**config.mk**
```make
export PLATFORM = sky130hd
export DESIGN_NAME = axi_slv_rd_ctrl
export DESIGN_NICKNAME = d
export VERILOG_FILES = /design/src/rtl/axi_slv_rd_ctrl_pkg.sv /design/src/rtl/axi_slv_rd_ctrl_addr_gen.sv /design/src/rtl/axi_slv_rd_ctrl.sv
export SDC_FILE = /design/constraint.sdc
export NUM_CORES = 1
export LEC_CHECK = 0
export ABC_AREA = 1
export BUFFER_PORTS_ARGS = -buffer_cell sky130_fd_sc_hd__clkbuf_2
export CAP_MARGIN = 30
export CORE_ASPECT_RATIO = 1.5
export CORE_UTILIZATION = 40
export CTS_CLUSTER_SIZE = 8
export DETAILED_ROUTE_END_ITERATION = 6
export PLACE_DENSITY = 0.68
export SLEW_MARGIN = 20
export SYNTH_ARGS = -nofsm -noshare
export SYNTH_HDL_FRONTEND = slang
export SYNTH_SLANG_ARGS = --single-unit
```
**constraint.sdc**
```tcl
create_clock -name clk -period 14.6 [get_ports clk]
set_input_delay 2.92 -clock clk [delete_from_list [all_inputs] [get_ports clk]]
set_output_delay 2.92 -clock clk [all_outputs]
set_load 0.01 [all_outputs]
```
**src/rtl/axi_slv_rd_ctrl_pkg.sv**
```systemverilog
// Shared AXI field widths/codes plus types and helpers for the SRAM read-channel slave.
// Optional build macro AXI_SLV_RD_ADDR_CHK_EN enables per-beat address window checking.
`ifndef AXI_DEFINES_SV
`define AXI_DEFINES_SV
`define AXI_ID_WIDTH       4
`define AXI_ADDR_WIDTH     32
`define AXI_LEN_WIDTH      8
`define AXI_SIZE_WIDTH     3
`define AXI_BURST_WIDTH    2
`define AXI_DATA_WIDTH     32
`define AXI_RESP_WIDTH     2
`define AXI_BURTS_FIXED    2'b00
`define AXI_BURTS_INCR     2'b01
`define AXI_BURTS_WRAP     2'b10
`define AXI_BURTS_RSVD     2'b11
`define AXI_SIZE_1B        3'b000
`define AXI_SIZE_2B        3'b001
`define AXI_SIZE_4B        3'b010
`define AXI_RESP_OKAY      2'b00
`define AXI_RESP_SLVERR    2'b10
`define INST_MEM_BASE_ADDR 32'h8000_0000
`endif

package axi_slv_rd_ctrl_pkg;

  typedef enum logic [1:0] {
    IDLE = 2'd0,
    RD   = 2'd1,
    RESP = 2'd2
  } rd_state_e;

  // Oversized beats still advance by one full word.
  function automatic logic [`AXI_ADDR_WIDTH-1:0] beat_step(input logic [`AXI_SIZE_WIDTH-1:0] size);
    if (size > `AXI_SIZE_4B) return `AXI_ADDR_WIDTH'(4);
    return `AXI_ADDR_WIDTH'(1) << size;
  endfunction

  function automatic logic in_window(input logic [`AXI_ADDR_WIDTH-1:0] addr,
                                     input logic [`AXI_ADDR_WIDTH-1:0] base,
                                     input int unsigned                aw);
    return (addr >= base) && (((addr - base) >> (aw + 2)) == '0);
  endfunction

endpackage

```
**src/rtl/axi_slv_rd_ctrl_addr_gen.sv**
```systemverilog
// Combinational AXI burst next-address generator (FIXED / INCR / WRAP); shared with the write slave.
module axi_burst_addr_gen
  import axi_slv_rd_ctrl_pkg::*;
(
  input  logic [`AXI_ADDR_WIDTH-1:0]  addr_i,
  input  logic [`AXI_SIZE_WIDTH-1:0]  size_i,
  input  logic [`AXI_LEN_WIDTH-1:0]   len_i,
  input  logic [`AXI_BURST_WIDTH-1:0] burst_i,
  output logic [`AXI_ADDR_WIDTH-1:0]  next_addr_o
);

  logic [`AXI_ADDR_WIDTH-1:0] step;
  logic [`AXI_ADDR_WIDTH-1:0] wrap_mask;
  logic [`AXI_ADDR_WIDTH-1:0] incr_addr;

  always_comb begin
    step      = beat_step(size_i);
    wrap_mask = ((`AXI_ADDR_WIDTH'(len_i) + 1'b1) * step) - 1'b1;
    incr_addr = addr_i + step;
    case (burst_i)
      `AXI_BURTS_FIXED: next_addr_o = addr_i;
      // Landing exactly on the boundary means we stepped past the wrap window.
      `AXI_BURTS_WRAP:  next_addr_o = ((incr_addr & wrap_mask) == '0) ? (addr_i & ~wrap_mask)
                                                                       : incr_addr;
      default:          next_addr_o = incr_addr;
    endcase
  end

endmodule

```
**src/rtl/axi_slv_rd_ctrl.sv**
```systemverilog
// AXI4 read-channel (AR/R) slave fronting a single-port synchronous SRAM, one burst at a time.
// Define AXI_SLV_RD_ADDR_CHK_EN to return SLVERR (and skip the SRAM read) for out-of-window beats.
module axi_slv_rd_ctrl
  import axi_slv_rd_ctrl_pkg::*;
#(
  parameter logic [`AXI_ADDR_WIDTH-1:0] BASE_ADDR = `INST_MEM_BASE_ADDR,
  parameter int unsigned                MEM_AW    = 12
) (
  input  logic                        clk,
  input  logic                        rst_n,
  input  logic                        axi_slv_arvalid,
  output logic                        axi_slv_arready,
  input  logic [`AXI_ID_WIDTH-1:0]    axi_slv_arid,
  input  logic [`AXI_ADDR_WIDTH-1:0]  axi_slv_araddr,
  input  logic [`AXI_LEN_WIDTH-1:0]   axi_slv_arlen,
  input  logic [`AXI_SIZE_WIDTH-1:0]  axi_slv_arsize,
  input  logic [`AXI_BURST_WIDTH-1:0] axi_slv_arburst,
  output logic                        axi_slv_rvalid,
  input  logic                        axi_slv_rready,
  output logic [`AXI_ID_WIDTH-1:0]    axi_slv_rid,
  output logic [`AXI_DATA_WIDTH-1:0]  axi_slv_rdata,
  output logic [`AXI_RESP_WIDTH-1:0]  axi_slv_rresp,
  output logic                        axi_slv_rlast,
  output logic                        mem_rd_en,
  output logic [MEM_AW-1:0]           mem_rd_addr,
  input  logic [`AXI_DATA_WIDTH-1:0]  mem_rd_data
);

  rd_state_e                   state_q;
  logic                        arready_q;
  logic                        rvalid_q;
  logic                        rlast_q;
  logic                        mem_rd_en_q;
  logic [`AXI_ID_WIDTH-1:0]    rid_q;
  logic [`AXI_DATA_WIDTH-1:0]  rdata_q;
  logic [`AXI_RESP_WIDTH-1:0]  rresp_q;
  logic [MEM_AW-1:0]           mem_rd_addr_q;
  logic [`AXI_ADDR_WIDTH-1:0]  cur_addr_q;
  logic [`AXI_LEN_WIDTH-1:0]   len_q;
  logic [`AXI_SIZE_WIDTH-1:0]  size_q;
  logic [`AXI_BURST_WIDTH-1:0] burst_q;
  logic [`AXI_LEN_WIDTH-1:0]   beat_cnt_q;
  logic                        burst_err_q;

  logic [`AXI_ADDR_WIDTH-1:0]  next_addr;
  logic [`AXI_ADDR_WIDTH-1:0]  launch_addr;
  logic [MEM_AW-1:0]           launch_word;
  logic                        launch_ok;
  logic                        cur_ok;
  logic                        ar_err;

  axi_burst_addr_gen u_addr_gen (
    .addr_i      (cur_addr_q),
    .size_i      (size_q),
    .len_i       (len_q),
    .burst_i     (burst_q),
    .next_addr_o (next_addr)
  );

  // The SRAM strobe is registered, so it is launched with the address of the beat about to enter RD.
  assign launch_addr = (state_q == IDLE) ? axi_slv_araddr : next_addr;
  assign launch_word = MEM_AW'((launch_addr - BASE_ADDR) >> 2);
  assign ar_err      = (axi_slv_arburst == `AXI_BURTS_RSVD) || (axi_slv_arsize > `AXI_SIZE_4B);

`ifdef AXI_SLV_RD_ADDR_CHK_EN
  assign launch_ok = in_window(launch_addr, BASE_ADDR, MEM_AW);
  assign cur_ok    = in_window(cur_addr_q, BASE_ADDR, MEM_AW);
`else
  assign launch_ok = 1'b1;
  assign cur_ok    = 1'b1;
`endif

  always_ff @(posedge clk or negedge rst_n) begin
    if (!rst_n) begin
      state_q       <= IDLE;
      arready_q     <= 1'b0;
      rvalid_q      <= 1'b0;
      rlast_q       <= 1'b0;
      mem_rd_en_q   <= 1'b0;
      rid_q         <= '0;
      rdata_q       <= '0;
      rresp_q       <= '0;
      mem_rd_addr_q <= '0;
      cur_addr_q    <= '0;
      len_q         <= '0;
      size_q        <= '0;
      burst_q       <= '0;
      beat_cnt_q    <= '0;
      burst_err_q   <= 1'b0;
    end else begin
      case (state_q)
        IDLE: begin
          arready_q <= 1'b1;
          if (axi_slv_arvalid && arready_q) begin
            arready_q     <= 1'b0;
            rid_q         <= axi_slv_arid;
            cur_addr_q    <= axi_slv_araddr;
            len_q         <= axi_slv_arlen;
            size_q        <= axi_slv_arsize;
            burst_q       <= axi_slv_arburst;
            burst_err_q   <= ar_err;
            beat_cnt_q    <= '0;
            mem_rd_en_q   <= launch_ok;
            mem_rd_addr_q <= launch_word;
            state_q       <= RD;
          end
        end
        RD: begin
          mem_rd_en_q <= 1'b0;
          rvalid_q    <= 1'b1;
          rdata_q     <= cur_ok ? mem_rd_data : '0;
          rresp_q     <= (burst_err_q || !cur_ok) ? `AXI_RESP_SLVERR : `AXI_RESP_OKAY;
          rlast_q     <= (beat_cnt_q == len_q);
          state_q     <= RESP;
        end
        RESP: begin
          if (axi_slv_rready) begin
            rvalid_q <= 1'b0;
            rlast_q  <= 1'b0;
            if (rlast_q) begin
              state_q <= IDLE;
            end else begin
              cur_addr_q    <= next_addr;
              beat_cnt_q    <= beat_cnt_q + 1'b1;
              mem_rd_en_q   <= launch_ok;
              mem_rd_addr_q <= launch_word;
              state_q       <= RD;
            end
          end
        end
        default: state_q <= IDLE;
      endcase
    end
  end

  assign axi_slv_arready = arready_q;
  assign axi_slv_rvalid  = rvalid_q;
  assign axi_slv_rid     = rid_q;
  assign axi_slv_rdata   = rdata_q;
  assign axi_slv_rresp   = rresp_q;
  assign axi_slv_rlast   = rlast_q;
  assign mem_rd_en       = mem_rd_en_q;
  assign mem_rd_addr     = mem_rd_addr_q;

endmodule

```
==> results by group <==
Detailed routing
  – Detailed-router iteration count before antenna repair: 6
  – Initial DRC count: between 400 and 500
  – Avg WL per Cell: 14.2 um
  – Vias: between 10,000 and 15,000
  – Antenna-violating nets left: 0
  – DRC viols: 0
  – Drt total wl: between 30,000 and 40,000 um
  – Via density: slightly below 5

Clock network
  – Depth of the CTS H-tree: 3
  – Reg clk slew, reported paths: 0.09 ns
  – Hold buffers post-CTS: 0
  – CTS tree: done
  – Worst-Skew Late Latency: between 0.3 and 0.4 ns
  – CTS Sinks: ~110
  – CTS root buffer: clkbuf_16
  – CTS max path bufs: 2
  – Post-CTS sizing: 0
  – Post-CTS setup buffer count: 0
  – Clock buffer count from CTS: 9

Critical path
  – Critical path class: reg2reg
  – Worst Setup End Kind: register
  – Critical Path Start Type: register
  – Crit path required time: approximately 15 ns
  – Most used cell, CP: nor2_1
  – Worst Path Max Fanout: 32
  – Reg2Reg Depth: 30
  – Largest stage delay on the critical path: 0.67 ns
  – Slowest cell on the critical path: nand3_2
  – CP arrival: approximately 7.5 ns

Timing
  – Slew HR: between 30% and 40%
  – Final setup viols: 0
  – Max-slew violations: 0
  – Tightest Pin Transition: 0.963 ns
  – Min Tclk post-route: about 7.2 ns
  – Highest clock rate: between 100 and 150 MHz
  – Final cycle utilization of the critical path: a little under 50%
  – Final hold vios: 0
  – Worst setup margin: 7.44 ns
  – Clock Skew: roughly 0.0096 ns
  – Unrepaired setup endpoints after global routing: false
  – Setup_tns: 0 ns

Placed design
  – Port bufs: 137
  – Place WS: 7.53 ns
  – Dpl cell area: between 10,000 and 15,000 sq um
  – Hpwl dp: about 25,000 um
  – Final RePlAce weighted congestion: 0.936

Min path
  – WHS Path Cells: 2
  – Hold Crit Class: reg2reg

Run status
  – Status: complete, no violations

Logic synthesis
  – Synth Register Bits: roughly 110
  – Cell variety after synth: 41
  – Synth area leaders: dfrtp_1 (25%), nand2_1 (22%), fa_1 (8.7%)
  – Area leader, netlist: dfrtp_1
  – Area share of the largest cell type after synthesis: 25.1%
  – Synth warn: 0
  – Mapped Cells: around 1,700
  – Syn avg cell area: around 6.4 sq um
  – Seq/Total Area, Yosys: approximately 25%
  – Cell Area, Synth: between 10,000 and 15,000 sq um

Die
  – Die height: around 200 um
  – Initial Util: around two fifths
  – Boundary Pins: between 100 and 150
  – Cell row count: 73
  – Die W: about 140 um
  – Die Area: roughly 28,000 sq um
  – Core Area: about 27,000 sq um

GRT
  – GRT Util Overall: between 20% and 30%
  – Global-route wire length before repair: 51,900 um
  – Initial antenna violation count: 0
  – Largest net degree at the start of global routing: 70
  – Global route total overflow: 0
  – Vias in the first global route: between 10,000 and 15,000

Run
  – MaxCap Viol Count: 0

Final layout
  – Ratio of cells with drive above 1 in the final layout: 11.7%
  – Final Cell Area: 12,400 sq um
  – Finished Core Util: between 40% and 50%
  – # diodes: 0
  – Nets: slightly above 2,000
  – Area Overhead vs Synth: 14.2%
metrics by stage:
step                hold WS, ns  instances
floorplan                 0.450       1743
global placement          0.454       2177
detailed placement        0.461       2178
CTS                       0.481       2194
global route              0.495       2196
finish                    0.477       2196
worst max-delay path: cells and delay by family, from the launching register on:
| family | cells | cell delay, ns |
|---|---|---|
| fa+ha+maj | 6 | 2.45 |
| buf+inv | 6 | 0.71 |
| flops | 1 | 0.40 |
| simple gates | 18 | 3.50 |
cell usage in the layout (no fill, tap or decap), drive strengths merged, types with 17 or more instances in the layout:
cell	netlist	layout
fa	47	47
a21oi	23	23
nand3	197	197
ha	73	73
clkbuf	27	145
conb	2	53
nand4	17	17
inv	254	257
nand2	652	652
nor2	174	174
o21ai	31	31
dfrtp	109	109
Yosys cell counts, drive strengths merged:
library cell	number
o41ai	1
nor3	10
a221oi	3
conb	2
nand3b	10
nand2	652
xor2	8
buf	19
o21ai	31
o21bai	2
dfrtp	109
nand4	17
nand3	197
and2	2
or2	6
a41oi	1
ha	73
clkbuf	27
and3	3
a21oi	23
nor3b	1
nor2	174
nor4	1
xnor2	4
inv	254
fa	47
clkinv	4
o22ai	8
a21boi	3
final timing paths:
path	start	endpoint	slack (ns)
min in group asynchronous	rst_n	axi_slv_rdata[10]$_DFFE_PN0P_	2.52
max in group asynchronous	rst_n	beat_cnt_q[2]$_DFFE_PN0P_	11.07
setup reg to reg	size_q[2]$_DFFE_PN0P_	mem_rd_addr[7]$_DFFE_PN0P_	7.44
hold reg to reg	axi_slv_rdata[12]$_DFFE_PN0P_	axi_slv_rdata[12]$_DFFE_PN0P_	0.48
hold / removal	axi_slv_rdata[12]$_DFFE_PN0P_	axi_slv_rdata[12]$_DFFE_PN0P_	0.48
setup / recovery	size_q[2]$_DFFE_PN0P_	mem_rd_addr[7]$_DFFE_PN0P_	7.44
logic make-up after synthesis:
group / after synthesis / share of synthesized area, %
adders and majority gates: 120 / 17.1
other: 2 / 0.0692
AOI/OAI and AO/OA: 72 / 3.70
and+or+nand+nor: 1073 / 41.9
DFF: 109 / 25.1
buffers and inverters: 304 / 11.2
xor gates and xnor gates: 12 / 0.968
flip-flops by register name, summed over array words and instances (netlist names), 2 cells and up:
signal	flops
burst_q	2
beat_cnt_q	8
state_q	2
mem_rd_addr	12
size_q	3
len_q	8
cur_addr_q	32
axi_slv_rdata	32
axi_slv_rid	4
cell type report:
type                    instances  area (sq um)
multi-input cells            1330          7130
well taps                     337           422
inverters                     258           968
clock inverters                 7           113
fillers                      2769         14200
repair buffers                146           816
flip-flops and latches        109          2730
clock buffers                   9           225
layer usage:
| metal | share of wire, % | track usage [%] | wire length (um) |
|---|---|---|---|
| met5 | 0 | 0 | 0 |
| met2 | 53 | 45.2 | 16600 |
| met3 | 4.0 | 2.78 | 1240 |
| met1 | 39 | 25.5 | 12100 |
| met4 | 4.3 | 11.4 | 1350 |
Power is not shown: default switching activity piles up to over one toggle a cycle in this logic, so the estimate is an artifact.
